### src/rtl/ram_arbiter_pkg.sv
// ram_arbiter_pkg
// Shared definitions for the RAM arbiter: default data/address widths, the
// derived memory depth, and the state encoding of the clear sequencer.
package ram_arbiter_pkg;

    // Default data width of one RAM word.
    localparam int unsigned DefSize     = 8;
    // Default address width; the memory holds 1 << DefAddrSize words.
    localparam int unsigned DefAddrSize = 5;
    // Number of words cleared by an init sequence at the default address width.
    localparam int unsigned DefDepth    = 1 << DefAddrSize;

    // IDLE: arbitrating between requesters. CLEAR: walking the RAM writing zeros.
    typedef enum logic [0:0] {
        StIdle  = 1'b0,
        StClear = 1'b1
    } arb_state_e;

    // Depth of a RAM addressed by addr_size bits.
    function automatic int unsigned depth_of(input int unsigned addr_size);
        return 1 << addr_size;
    endfunction

endpackage

### src/rtl/ram_arbiter_rr_arbiter2.sv
// rr_arbiter2
// Two-way round-robin arbiter. Grants are combinational from the requests;
// the fairness pointer remembers which side won most recently and only moves
// when a grant is actually issued.
//
// Ports:
//   clock   in   single clock, state on posedge
//   resetN  in   synchronous active-low reset; pointer returns to "B last"
//   reqA    in   side A requests
//   reqB    in   side B requests
//   enable  in   arbitration allowed this cycle; no grant and no pointer move when low
//   gntA    out  side A granted this cycle
//   gntB    out  side B granted this cycle
module rr_arbiter2 (
    input  logic clock,
    input  logic resetN,
    input  logic reqA,
    input  logic reqB,
    input  logic enable,
    output logic gntA,
    output logic gntB
);

    // 1: A was granted most recently, so B wins the next tie.
    logic last_a_q, last_a_d;

    always_comb begin
        gntA = 1'b0;
        gntB = 1'b0;
        if (enable) begin
            if (reqA && reqB) begin
                gntA = ~last_a_q;
                gntB = last_a_q;
            end else begin
                gntA = reqA;
                gntB = reqB;
            end
        end
    end

    always_comb begin
        last_a_d = last_a_q;
        if (gntA) begin
            last_a_d = 1'b1;
        end else if (gntB) begin
            last_a_d = 1'b0;
        end
    end

    always_ff @(posedge clock) begin
        if (!resetN) begin
            last_a_q <= 1'b0;
        end else begin
            last_a_q <= last_a_d;
        end
    end

endmodule

### src/rtl/ram_arbiter.sv
// ram_arbiter
// Shares one single-port synchronous RAM between an instruction-side
// requester (A) and a data-side requester (B), and can zero the whole RAM on
// request. At most one RAM access happens per cycle: a clear write, an A
// access or a B access. Grants are combinational; read data comes back one
// cycle after the grant, straight from the RAM's registered output.
//
// Ports:
//   clock     in   single clock, all state on posedge
//   resetN    in   synchronous active-low reset
//   initReq   in   one-cycle pulse starting a full RAM clear (ignored while clearing)
//   initBusy  out  clear in progress
//   aReq/bReq       in   access request, held with its fields until granted
//   aWe/bWe         in   1 = write, 0 = read
//   aAddr/bAddr     in   word address
//   aWData/bWData   in   write data
//   aGnt/bGnt       out  access issued to the RAM this cycle
//   aRValid/bRValid out  read data valid (cycle after a read grant)
//   aRData/bRData   out  read data (RAM output passed through)
//   ramWE     out  RAM write enable
//   ramD      out  RAM write data
//   ramAddr   out  RAM address
//   ramQ      in   RAM registered read data
module ram_arbiter
    import ram_arbiter_pkg::*;
#(
    parameter int unsigned SIZE      = DefSize,
    parameter int unsigned ADDR_SIZE = DefAddrSize
) (
    input  logic                 clock,
    input  logic                 resetN,
    input  logic                 initReq,
    output logic                 initBusy,
    input  logic                 aReq,
    input  logic                 aWe,
    input  logic [ADDR_SIZE-1:0] aAddr,
    input  logic [SIZE-1:0]      aWData,
    output logic                 aGnt,
    output logic                 aRValid,
    output logic [SIZE-1:0]      aRData,
    input  logic                 bReq,
    input  logic                 bWe,
    input  logic [ADDR_SIZE-1:0] bAddr,
    input  logic [SIZE-1:0]      bWData,
    output logic                 bGnt,
    output logic                 bRValid,
    output logic [SIZE-1:0]      bRData,
    output logic                 ramWE,
    output logic [SIZE-1:0]      ramD,
    output logic [ADDR_SIZE-1:0] ramAddr,
    input  logic [SIZE-1:0]      ramQ
);

    localparam int unsigned DEPTH = depth_of(ADDR_SIZE);
    localparam logic [ADDR_SIZE-1:0] LastAddr = ADDR_SIZE'(DEPTH - 1);

    arb_state_e           state_q, state_d;
    logic [ADDR_SIZE-1:0] clr_addr_q, clr_addr_d;
    logic                 a_rvalid_q, a_rvalid_d;
    logic                 b_rvalid_q, b_rvalid_d;

    logic arb_en;
    logic arb_gnt_a;
    logic arb_gnt_b;

    // ------------------------------------------------------------------
    // Clear sequencer
    // ------------------------------------------------------------------
    always_comb begin
        state_d    = state_q;
        clr_addr_d = clr_addr_q;
        unique case (state_q)
            StIdle: begin
                if (initReq) begin
                    state_d    = StClear;
                    clr_addr_d = '0;
                end
            end
            StClear: begin
                // initReq is deliberately not looked at here: a clear runs to completion.
                if (clr_addr_q == LastAddr) begin
                    state_d    = StIdle;
                    clr_addr_d = '0;
                end else begin
                    clr_addr_d = clr_addr_q + ADDR_SIZE'(1);
                end
            end
            default: begin
                state_d    = StIdle;
                clr_addr_d = '0;
            end
        endcase
    end

    always_ff @(posedge clock) begin
        if (!resetN) begin
            state_q    <= StIdle;
            clr_addr_q <= '0;
        end else begin
            state_q    <= state_d;
            clr_addr_q <= clr_addr_d;
        end
    end

    // ------------------------------------------------------------------
    // Arbitration: only in IDLE, and a starting clear pre-empts any grant.
    // ------------------------------------------------------------------
    assign arb_en = resetN && (state_q == StIdle) && !initReq;

    rr_arbiter2 u_rr (
        .clock  (clock),
        .resetN (resetN),
        .reqA   (aReq),
        .reqB   (bReq),
        .enable (arb_en),
        .gntA   (arb_gnt_a),
        .gntB   (arb_gnt_b)
    );

    // ------------------------------------------------------------------
    // RAM port mux and grants. Everything is forced quiet while in reset.
    // ------------------------------------------------------------------
    always_comb begin
        ramWE    = 1'b0;
        ramAddr  = '0;
        ramD     = '0;
        aGnt     = 1'b0;
        bGnt     = 1'b0;
        initBusy = 1'b0;
        if (resetN) begin
            if (state_q == StClear) begin
                ramWE    = 1'b1;
                ramAddr  = clr_addr_q;
                initBusy = 1'b1;
            end else if (arb_gnt_a) begin
                aGnt    = 1'b1;
                ramWE   = aWe;
                ramAddr = aAddr;
                ramD    = aWData;
            end else if (arb_gnt_b) begin
                bGnt    = 1'b1;
                ramWE   = bWe;
                ramAddr = bAddr;
                ramD    = bWData;
            end
        end
    end

    // ------------------------------------------------------------------
    // Read-return tracking: RAM output is registered, so data for a read
    // granted now appears on ramQ next cycle.
    // ------------------------------------------------------------------
    always_comb begin
        a_rvalid_d = aGnt && !aWe;
        b_rvalid_d = bGnt && !bWe;
    end

    always_ff @(posedge clock) begin
        if (!resetN) begin
            a_rvalid_q <= 1'b0;
            b_rvalid_q <= 1'b0;
        end else begin
            a_rvalid_q <= a_rvalid_d;
            b_rvalid_q <= b_rvalid_d;
        end
    end

    // A read issued just before reset asserts must not be reported during reset either.
    assign aRValid = a_rvalid_q && resetN;
    assign bRValid = b_rvalid_q && resetN;

    // Data is only meaningful alongside RValid, so no extra muxing is needed.
    assign aRData = ramQ;
    assign bRData = ramQ;

endmodule

### config.mk
export PLATFORM = sky130hd
export DESIGN_NAME = ram_arbiter
export DESIGN_NICKNAME = d
export VERILOG_FILES = /design/src/rtl/ram_arbiter_pkg.sv /design/src/rtl/ram_arbiter_rr_arbiter2.sv /design/src/rtl/ram_arbiter.sv
export SDC_FILE = /design/constraint.sdc
export NUM_CORES = 1
export LEC_CHECK = 0
export ABC_CLOCK_PERIOD_IN_PS = 4950
export CORE_MARGIN = 3
export CORE_UTILIZATION = 25
export DETAILED_ROUTE_END_ITERATION = 12
export PLACE_DENSITY = 0.77
export SETUP_SLACK_MARGIN = 0.3
export SLEW_MARGIN = 10
export SYNTH_ARGS = -nofsm -noshare
export SYNTH_HDL_FRONTEND = slang
export SYNTH_HIERARCHICAL = 1
export SYNTH_SLANG_ARGS = --single-unit
### constraint.sdc
create_clock -name clock -period 4.95 [get_ports clock]
set_input_delay 0.99 -clock clock [delete_from_list [all_inputs] [get_ports clock]]
set_output_delay 0.99 -clock clock [all_outputs]
set_load 0.05 [all_outputs]
==> impl_metrics.xml, run 1 <==
<?xml version="1.0" encoding="UTF-8"?>
<metrics>
  <group name="floorplan">
    <metric name="dieWidth" unit="um">61.66</metric>
    <metric name="die_height" unit="um">61.66</metric>
    <metric name="placeableCoreArea" unit="um^2">2853</metric>
    <metric name="top_level_ports" unit="">76</metric>
    <metric name="starting_density" unit="%">27.15</metric>
    <metric name="fp.dieArea" unit="um^2">3802</metric>
    <metric name="std_cell_rows" unit="">19</metric>
  </group>
  <group name="global_route">
    <metric name="grt_first_pass_wirelength" unit="um">3374</metric>
    <metric name="grt_overflow" unit="">0</metric>
    <metric name="maximum_number_of_pins_on_one_net_before_global_route_repair" unit="">16</metric>
    <metric name="grt_usage" unit="%">11.79</metric>
    <metric name="grt_antenna_before_repair" unit="">0</metric>
    <metric name="via_count_of_the_first_global_routing_pass" unit="">744</metric>
  </group>
  <group name="critical_path">
    <metric name="setup.reg_to_reg.worst_slack" unit="ps">3010</metric>
    <metric name="worst_path_largest_cell_delay" unit="ps">840</metric>
    <metric name="cells_along_the_critical_path" unit="">clkdlybuf4s50_1 -&gt; nor3b_2 -&gt; nand2_1 -&gt; a21oi_1 -&gt; and4bb_4 -&gt; clkdlybuf4s50_1</metric>
    <metric name="critPathRequiredTime" unit="ps">3960</metric>
    <metric name="worstSetupStartpointType" unit="">primary input</metric>
    <metric name="setup.worst_path.end_class" unit="">primary output</metric>
    <metric name="signal_arrival_time_at_the_worst_endpoint" unit="ps">3370</metric>
    <metric name="crit_start" unit="">resetN</metric>
    <metric name="r2r-start" unit="">state_q</metric>
    <metric name="endpoint" unit="">bGnt</metric>
    <metric name="crit_path_max_fanout" unit="">15</metric>
    <metric name="timing.rr.end" unit="">a_rvalid_q</metric>
    <metric name="worst-r2r-cell-count" unit="">5</metric>
    <metric name="crit_path_frequent_cell" unit="">sky130_fd_sc_hd__clkdlybuf4s50_1</metric>
    <metric name="setup.worst_path.class" unit="">in2out</metric>
    <metric name="cpMaxStageDelayCell" unit="">sky130_fd_sc_hd__clkdlybuf4s50_1</metric>
  </group>
  <group name="clock_tree">
    <metric name="clock_tree.buffer_depth" unit="">2</metric>
    <metric name="tritoncts" unit="">built</metric>
    <metric name="clock_tree.root_cell" unit="">sky130_fd_sc_hd__clkbuf_4</metric>
    <metric name="clock_insertion_delay_worst_skew" unit="ps">260</metric>
    <metric name="cts-buffers-inserted" unit="">3</metric>
    <metric name="cts.htree.levels" unit="">1</metric>
    <metric name="post-cts-setup-buffer-count" unit="">0</metric>
    <metric name="ctsResizeCount" unit="">0</metric>
    <metric name="cts_hold_buf" unit="">0</metric>
    <metric name="numClockSinks" unit="">9</metric>
    <metric name="path_clk_slew" unit="ps">60</metric>
  </group>
  <group name="layout">
    <metric name="antennaDiodeCount" unit="">0</metric>
    <metric name="fin_nets" unit="">170</metric>
    <metric name="final_cell_area" unit="um^2">1289</metric>
    <metric name="final_common_cell" unit="">sky130_fd_sc_hd__clkdlybuf4s50_1</metric>
    <metric name="final_cell_count_no_fill" unit="">156</metric>
    <metric name="layout-area-overhead-vs-synth" unit="%">66.40</metric>
    <metric name="multi_input_comb_area" unit="um^2">392.9</metric>
    <metric name="final_layout_size_suffix_gt1_share" unit="%">16.00</metric>
    <metric name="final.fill_count" unit="">268</metric>
    <metric name="final_standard_cell_utilization_of_the_core" unit="%">45.18</metric>
    <metric name="mostFrequentLayoutCells" unit="">sky130_fd_sc_hd__clkdlybuf4s50_1, sky130_fd_sc_hd__buf_12, sky130_fd_sc_hd__a22o_1, sky130_fd_sc_hd__dfxtp_1, sky130_fd_sc_hd__inv_1</metric>
    <metric name="sequential_cell_area" unit="um^2">180.2</metric>
  </group>
  <group name="sta">
    <metric name="post_layout_worst_setup_margin" unit="ps">587.2</metric>
    <metric name="setup_tns" unit="ps">0</metric>
    <metric name="grt_setup_unrepaired" unit="">false</metric>
    <metric name="finClkSkew" unit="ps">0.2932</metric>
    <metric name="finalSetupViolations" unit="">0</metric>
    <metric name="hold_viol" unit="">0</metric>
    <metric name="timing.hold.ws" unit="ps">493.6</metric>
    <metric name="clock.fmax" unit="MHz">229.2</metric>
    <metric name="slew-limit-headroom" unit="%">65.62</metric>
    <metric name="finalCritPeriodShare" unit="%">88.14</metric>
    <metric name="clock_period_minus_worst_slack" unit="ps">4363</metric>
    <metric name="tightest_slew" unit="ps">515.7</metric>
    <metric name="slew_violations" unit="">0</metric>
  </group>
  <group name="detailed_routing">
    <metric name="remaining_drc_errors" unit="">0</metric>
    <metric name="num_vias" unit="">791</metric>
    <metric name="finalWirelength" unit="um">2412</metric>
    <metric name="routedWlPerCell" unit="um">15.46</metric>
    <metric name="antenna_violating_nets_post_route" unit="">0</metric>
    <metric name="drt-initial-drc-count" unit="">57</metric>
    <metric name="drt-pass1-iter-count" unit="">4</metric>
    <metric name="viasPerCell" unit="">5.071</metric>
  </group>
  <group name="place">
    <metric name="dpl.cell_count" unit="">152</metric>
    <metric name="io_buffer_count" unit="">51</metric>
    <metric name="detailedPlace.worstSlack" unit="ps">622.2</metric>
    <metric name="placed_cell_area" unit="um^2">1262</metric>
    <metric name="gp_congestion" unit="">0.8006</metric>
    <metric name="hpwlAfterDp" unit="um">1983</metric>
  </group>
  <group name="yosys">
    <metric name="syn-cell-area" unit="um^2">774.5</metric>
    <metric name="yosys_most_used_dff" unit="">sky130_fd_sc_hd__dfxtp_1</metric>
    <metric name="synth_largest_area_cell" unit="">sky130_fd_sc_hd__dfxtp_1</metric>
    <metric name="synth_nets" unit="">135</metric>
    <metric name="synth.lib_cells_used.distinct" unit="">24</metric>
    <metric name="synth-edff-count" unit="">0</metric>
    <metric name="postSynthAreaPerCell" unit="um^2">8.511</metric>
    <metric name="synth_seq_cells" unit="">9</metric>
    <metric name="synth_async_sr_flop_share" unit="%">0</metric>
    <metric name="yosys_synthesis_warning_count" unit="">6</metric>
    <metric name="seq_area_frac_synth" unit="%">23.26</metric>
    <metric name="area_share_of_the_leading_cell_type_in_the_synthesized_netlist" unit="%">23.26</metric>
    <metric name="synthesis.instances" unit="">91</metric>
    <metric name="ranking_of_synthesized_cells_by_area" unit="">sky130_fd_sc_hd__dfxtp_1, sky130_fd_sc_hd__buf_4, sky130_fd_sc_hd__a22o_1, sky130_fd_sc_hd__a222oi_1, sky130_fd_sc_hd__ha_1</metric>
  </group>
  <group name="pwr">
    <metric name="max-vdd-ir-drop" unit="mV">0.05669</metric>
    <metric name="fin_total_pwr" unit="mW">0.1992</metric>
    <metric name="leakagePower" unit="nW">0.5521</metric>
    <metric name="power_per_cell_area" unit="nW/um^2">154.6</metric>
  </group>
  <group name="status">
    <metric name="status" unit="">completed</metric>
  </group>
  <group name="worst_hold_path">
    <metric name="worstHoldStart" unit="">clr_addr_q[3]</metric>
    <metric name="hold_path.class" unit="">reg2reg</metric>
  </group>
  <group name="run">
    <metric name="cap_viol_max_count" unit="">0</metric>
  </group>
</metrics>
-- flip-flops by register name, indices dropped and copies added (netlist names) --
signal / count
state_q: 1
a_rvalid_q: 1
u_rr/last_a_q: 1
b_rvalid_q: 1
clr_addr_q: 5
-- critical path, delay by kind of cell --
family | cells | cell delay (ps)
AND/OR/NAND/NOR | 3 | 860
buffers and inverters | 2 | 1310
AO/OA/AOI/OAI | 1 | 220
-- cells by family after synthesis --
kind of cell	after synthesis	synth area share (%)
mux	1	1.292
buf+inv	30	26.01
compound gates	25	25.36
flops	9	23.26
simple gates	23	19.22
fa+ha+maj	3	4.847
-- final cells by class --
| class | instances | area share [%] |
|---|---|---|
| Inverter | 8 | 2.330 |
| Sequential cell | 9 | 13.98 |
| Tap cell | 31 | 3.010 |
| Multi-Input combinational cell | 52 | 30.49 |
| Clock buffer | 4 | 2.039 |
| Timing Repair Buffer | 52 | 48.16 |
-- cell usage after synthesis, types with 2 or more instances --
library cell and number:
sky130_fd_sc_hd__buf_4 17, sky130_fd_sc_hd__a22o_1 10, sky130_fd_sc_hd__dfxtp_1 9, sky130_fd_sc_hd__inv_1 8, sky130_fd_sc_hd__a222oi_1 5, sky130_fd_sc_hd__nand2_1 5
sky130_fd_sc_hd__a21oi_1 4, sky130_fd_sc_hd__and2_1 4, sky130_fd_sc_hd__nor2b_1 4, sky130_fd_sc_hd__buf_6 3, sky130_fd_sc_hd__ha_1 3, sky130_fd_sc_hd__a31oi_1 2
sky130_fd_sc_hd__and3_1 2, sky130_fd_sc_hd__buf_2 2, sky130_fd_sc_hd__nand3b_1 2, sky130_fd_sc_hd__nor2_1 2, sky130_fd_sc_hd__o21ai_0 2
-- worst min path at each step --
stage / endpoint / slack, ps / cells after the start
finish: clr_addr_q[3] / 490 / 1
global route: u_rr/last_a_q / 550 / 1
CTS: clr_addr_q[3] / 490 / 1
detailed placement: clr_addr_q[3] / 480 / 1
global placement: clr_addr_q[3] / 470 / 1
floorplan: clr_addr_q[3] / 450 / 1
-- report_power, final --
part | switching, mW | total [mW] | internal [mW]
Combinational | 0.0270 | 0.0645 | 0.0375
Sequential | 0.00269 | 0.0771 | 0.0744
Clock | 0.0266 | 0.0577 | 0.0311
-- per-layer routing --
layer  share of wire (%)  global-route usage (%)  wire (um)  vias up
met5                   0                       0          0        -
met4                   0                   2.727          0        0
met3                  16                   4.612        384        0
met2                  49                   22.42       1181       52
met1                  35                   11.94        846      360
li1                    -                       -          -      379
Note: power is estimated with default switching activity, not from simulation.
==> inputs of run 2 (changes only) <==
Settings changed: SYNTH_HIERARCHICAL 1 to unset.
==> run 2 against run 1 <==
Total power is 13% higher; clock skew hardly changed; highest routed layer is now met4; register-to-register slack improved by 300 ps; first-iteration DRC count decreased by 65%; combinational power is 31% higher; global-route usage grew 1.2 points; sequential cell count unchanged; sequential share of layout area rose by 1.2 points; hold slack better by 34 ps; via count increased by 3.4%; worst setup slack worse by 3.5 ps; largest cell class unchanged; cell count shrank 0.64%.
==> impl_metrics.xml, run 2 <==
<?xml version="1.0" encoding="UTF-8"?>
<metrics>
  <group name="status">
    <metric name="status" unit="">completed</metric>
  </group>
  <group name="pwr">
    <metric name="leakagePower" unit="nW">0.4664</metric>
    <metric name="max-vdd-ir-drop" unit="mV">0.04968</metric>
    <metric name="power_per_cell_area" unit="nW/um^2">188.5</metric>
  </group>
  <group name="detailed_routing">
    <metric name="finalWirelength" unit="um">2708</metric>
    <metric name="viasPerCell" unit="">5.277</metric>
    <metric name="num_vias" unit="">818</metric>
    <metric name="drt-pass1-iter-count" unit="">4</metric>
    <metric name="drt-initial-drc-count" unit="">20</metric>
    <metric name="antenna_violating_nets_post_route" unit="">0</metric>
    <metric name="remaining_drc_errors" unit="">0</metric>
    <metric name="routedWlPerCell" unit="um">17.47</metric>
  </group>
  <group name="place">
    <metric name="gp_congestion" unit="">0.8114</metric>
    <metric name="dpl.cell_count" unit="">151</metric>
    <metric name="hpwlAfterDp" unit="um">2152</metric>
    <metric name="io_buffer_count" unit="">51</metric>
    <metric name="placed_cell_area" unit="um^2">1164</metric>
  </group>
  <group name="layout">
    <metric name="final_layout_size_suffix_gt1_share" unit="%">5.645</metric>
    <metric name="final_standard_cell_utilization_of_the_core" unit="%">41.71</metric>
    <metric name="max_ffs_per_register" unit="">5</metric>
    <metric name="final_cell_count_no_fill" unit="">155</metric>
    <metric name="layout-area-overhead-vs-synth" unit="%">54.63</metric>
    <metric name="final_cell_area" unit="um^2">1190</metric>
    <metric name="antennaDiodeCount" unit="">0</metric>
    <metric name="mostFrequentLayoutCells" unit="">sky130_fd_sc_hd__clkdlybuf4s50_1, sky130_fd_sc_hd__dfxtp_1, sky130_fd_sc_hd__a22o_1, sky130_fd_sc_hd__and3_1</metric>
    <metric name="max_flop_register" unit="">clr_addr_q</metric>
    <metric name="fin_nets" unit="">168</metric>
    <metric name="final_common_cell" unit="">sky130_fd_sc_hd__clkdlybuf4s50_1</metric>
  </group>
  <group name="sta">
    <metric name="hold_viol" unit="">0</metric>
    <metric name="timing.hold.ws" unit="ps">527.9</metric>
    <metric name="finClkSkew" unit="ps">0.6954</metric>
    <metric name="slew_violations" unit="">0</metric>
    <metric name="setup_tns" unit="ps">0</metric>
    <metric name="clock_period_minus_worst_slack" unit="ps">4366</metric>
    <metric name="clock.fmax" unit="MHz">229.0</metric>
    <metric name="grt_setup_unrepaired" unit="">false</metric>
    <metric name="slew-limit-headroom" unit="%">65.59</metric>
    <metric name="finalSetupViolations" unit="">0</metric>
    <metric name="finalCritPeriodShare" unit="%">88.21</metric>
    <metric name="tightest_slew" unit="ps">514.5</metric>
  </group>
  <group name="global_route">
    <metric name="grt_antenna_before_repair" unit="">0</metric>
    <metric name="maximum_number_of_pins_on_one_net_before_global_route_repair" unit="">16</metric>
    <metric name="grt_usage" unit="%">12.96</metric>
    <metric name="via_count_of_the_first_global_routing_pass" unit="">751</metric>
    <metric name="grt_overflow" unit="">0</metric>
    <metric name="grt_first_pass_wirelength" unit="um">3463</metric>
  </group>
  <group name="yosys">
    <metric name="synthesis.instances" unit="">90</metric>
    <metric name="ranking_of_synthesized_cells_by_area" unit="">sky130_fd_sc_hd__dfxtp_1, sky130_fd_sc_hd__buf_4, sky130_fd_sc_hd__a22o_1, sky130_fd_sc_hd__a221o_1, sky130_fd_sc_hd__and3_1</metric>
    <metric name="area_share_of_the_leading_cell_type_in_the_synthesized_netlist" unit="%">23.41</metric>
    <metric name="synth_seq_cells" unit="">9</metric>
    <metric name="synth.lib_cells_used.distinct" unit="">33</metric>
    <metric name="synthTopCellsByCount" unit="">sky130_fd_sc_hd__buf_4, sky130_fd_sc_hd__dfxtp_1, sky130_fd_sc_hd__a22o_1</metric>
    <metric name="synth_nets" unit="">133</metric>
    <metric name="synth_largest_area_cell" unit="">sky130_fd_sc_hd__dfxtp_1</metric>
    <metric name="synth-edff-count" unit="">0</metric>
    <metric name="synth_async_sr_flop_share" unit="%">0</metric>
    <metric name="postSynthAreaPerCell" unit="um^2">8.550</metric>
    <metric name="yosys_synthesis_warning_count" unit="">0</metric>
    <metric name="syn-cell-area" unit="um^2">769.5</metric>
    <metric name="yosys_most_used_dff" unit="">sky130_fd_sc_hd__dfxtp_1</metric>
    <metric name="synth.most_common_cell" unit="">sky130_fd_sc_hd__buf_4</metric>
    <metric name="seq_area_frac_synth" unit="%">23.41</metric>
  </group>
  <group name="floorplan">
    <metric name="die_height" unit="um">61.48</metric>
    <metric name="fp.dieArea" unit="um^2">3780</metric>
    <metric name="dieWidth" unit="um">61.48</metric>
    <metric name="top_level_ports" unit="">76</metric>
    <metric name="std_cell_rows" unit="">19</metric>
    <metric name="placeableCoreArea" unit="um^2">2853</metric>
    <metric name="starting_density" unit="%">26.97</metric>
  </group>
  <group name="clock_tree">
    <metric name="cts_hold_buf" unit="">0</metric>
    <metric name="tritoncts" unit="">built</metric>
    <metric name="ctsResizeCount" unit="">0</metric>
    <metric name="cts.htree.levels" unit="">1</metric>
    <metric name="post-cts-setup-buffer-count" unit="">0</metric>
    <metric name="clock_tree.root_cell" unit="">sky130_fd_sc_hd__clkbuf_4</metric>
    <metric name="clock_insertion_delay_worst_skew" unit="ps">270</metric>
    <metric name="path_clk_slew" unit="ps">60</metric>
    <metric name="cts-buffers-inserted" unit="">3</metric>
    <metric name="numClockSinks" unit="">9</metric>
    <metric name="clock_tree.buffer_depth" unit="">2</metric>
  </group>
  <group name="critical_path">
    <metric name="critPathRequiredTime" unit="ps">3960</metric>
    <metric name="setup.worst_path.class" unit="">in2out</metric>
    <metric name="worstSetupStartpointType" unit="">primary input</metric>
    <metric name="crit_path_max_fanout" unit="">15</metric>
    <metric name="setup.worst_path.end_class" unit="">primary output</metric>
    <metric name="signal_arrival_time_at_the_worst_endpoint" unit="ps">3380</metric>
  </group>
  <group name="run">
    <metric name="cap_viol_max_count" unit="">0</metric>
  </group>
  <group name="worst_hold_path">
    <metric name="hold_path.class" unit="">reg2reg</metric>
  </group>
</metrics>
## run 2: routing by layer
| metal | wire length [um] | part of all wire [%] | global-route usage, % |
|---|---|---|---|
| met5 | 0 | 0 | 0 |
| met3 | 392 | 14 | 4.403 |
| met4 | 47 | 1.7 | 6.364 |
| met2 | 1377 | 51 | 24.66 |
| met1 | 891 | 33 | 12.13 |
## run 2: worst paths after layout
check                      from            end  slack (ps)  depth (start not counted)
setup / recovery        initReq     ramAddr[1]         580                          5
hold / removal    u_rr.last_a_q  u_rr.last_a_q         530                          2
setup reg to reg  clr_addr_q[0]  clr_addr_q[3]        3310                          6
hold reg to reg   u_rr.last_a_q  u_rr.last_a_q         530                          2
## run 2: critical path, cell delays in order
cell                              delay, ps
sky130_fd_sc_hd__clkdlybuf4s50_1        510
sky130_fd_sc_hd__nor2_2                 270
sky130_fd_sc_hd__and4_1                 550
sky130_fd_sc_hd__a221o_1                230
sky130_fd_sc_hd__clkdlybuf4s50_1        810
## run 2: metrics by stage
stage | power, mW | setup WS, ps
finish | 0.2243 | 583.8
global route | 0.2334 | 448.3
CTS | 0.2259 | 541.7
detailed placement | 0.1651 | 548.6
global placement | 0.1639 | 656.8
floorplan | 0.1568 | 1715
## run 2: layout make-up
| cell class | instances | area [um^2] |
|---|---|---|
| Clock buffer | 4 | 26.28 |
| Fill cell | 285 | 1663 |
| Inverter | 1 | 3.754 |
| Multi-Input combinational cell | 58 | 422.9 |
| Sequential cell | 9 | 180.2 |
| Tap cell | 31 | 38.79 |
| Timing Repair Buffer | 52 | 518.0 |
## run 2: cell families (layout without fill, tap and decap cells)
kind of cell | count (synthesis) | count (layout) | synth area share [%]
muxes | 1 | 1 | 1.301
AOI/OAI and AO/OA | 23 | 23 | 23.58
buffers and inverters | 23 | 57 | 21.62
and+or+nand+nor | 32 | 32 | 26.83
adders and majority gates | 2 | 2 | 3.252
DFF | 9 | 9 | 23.41
## run 2: report_power, final
group          internal [mW]  switching (mW)
Sequential            0.0749         0.00395
Clock                 0.0313          0.0295
Combinational         0.0421          0.0425
Total                  0.148          0.0760
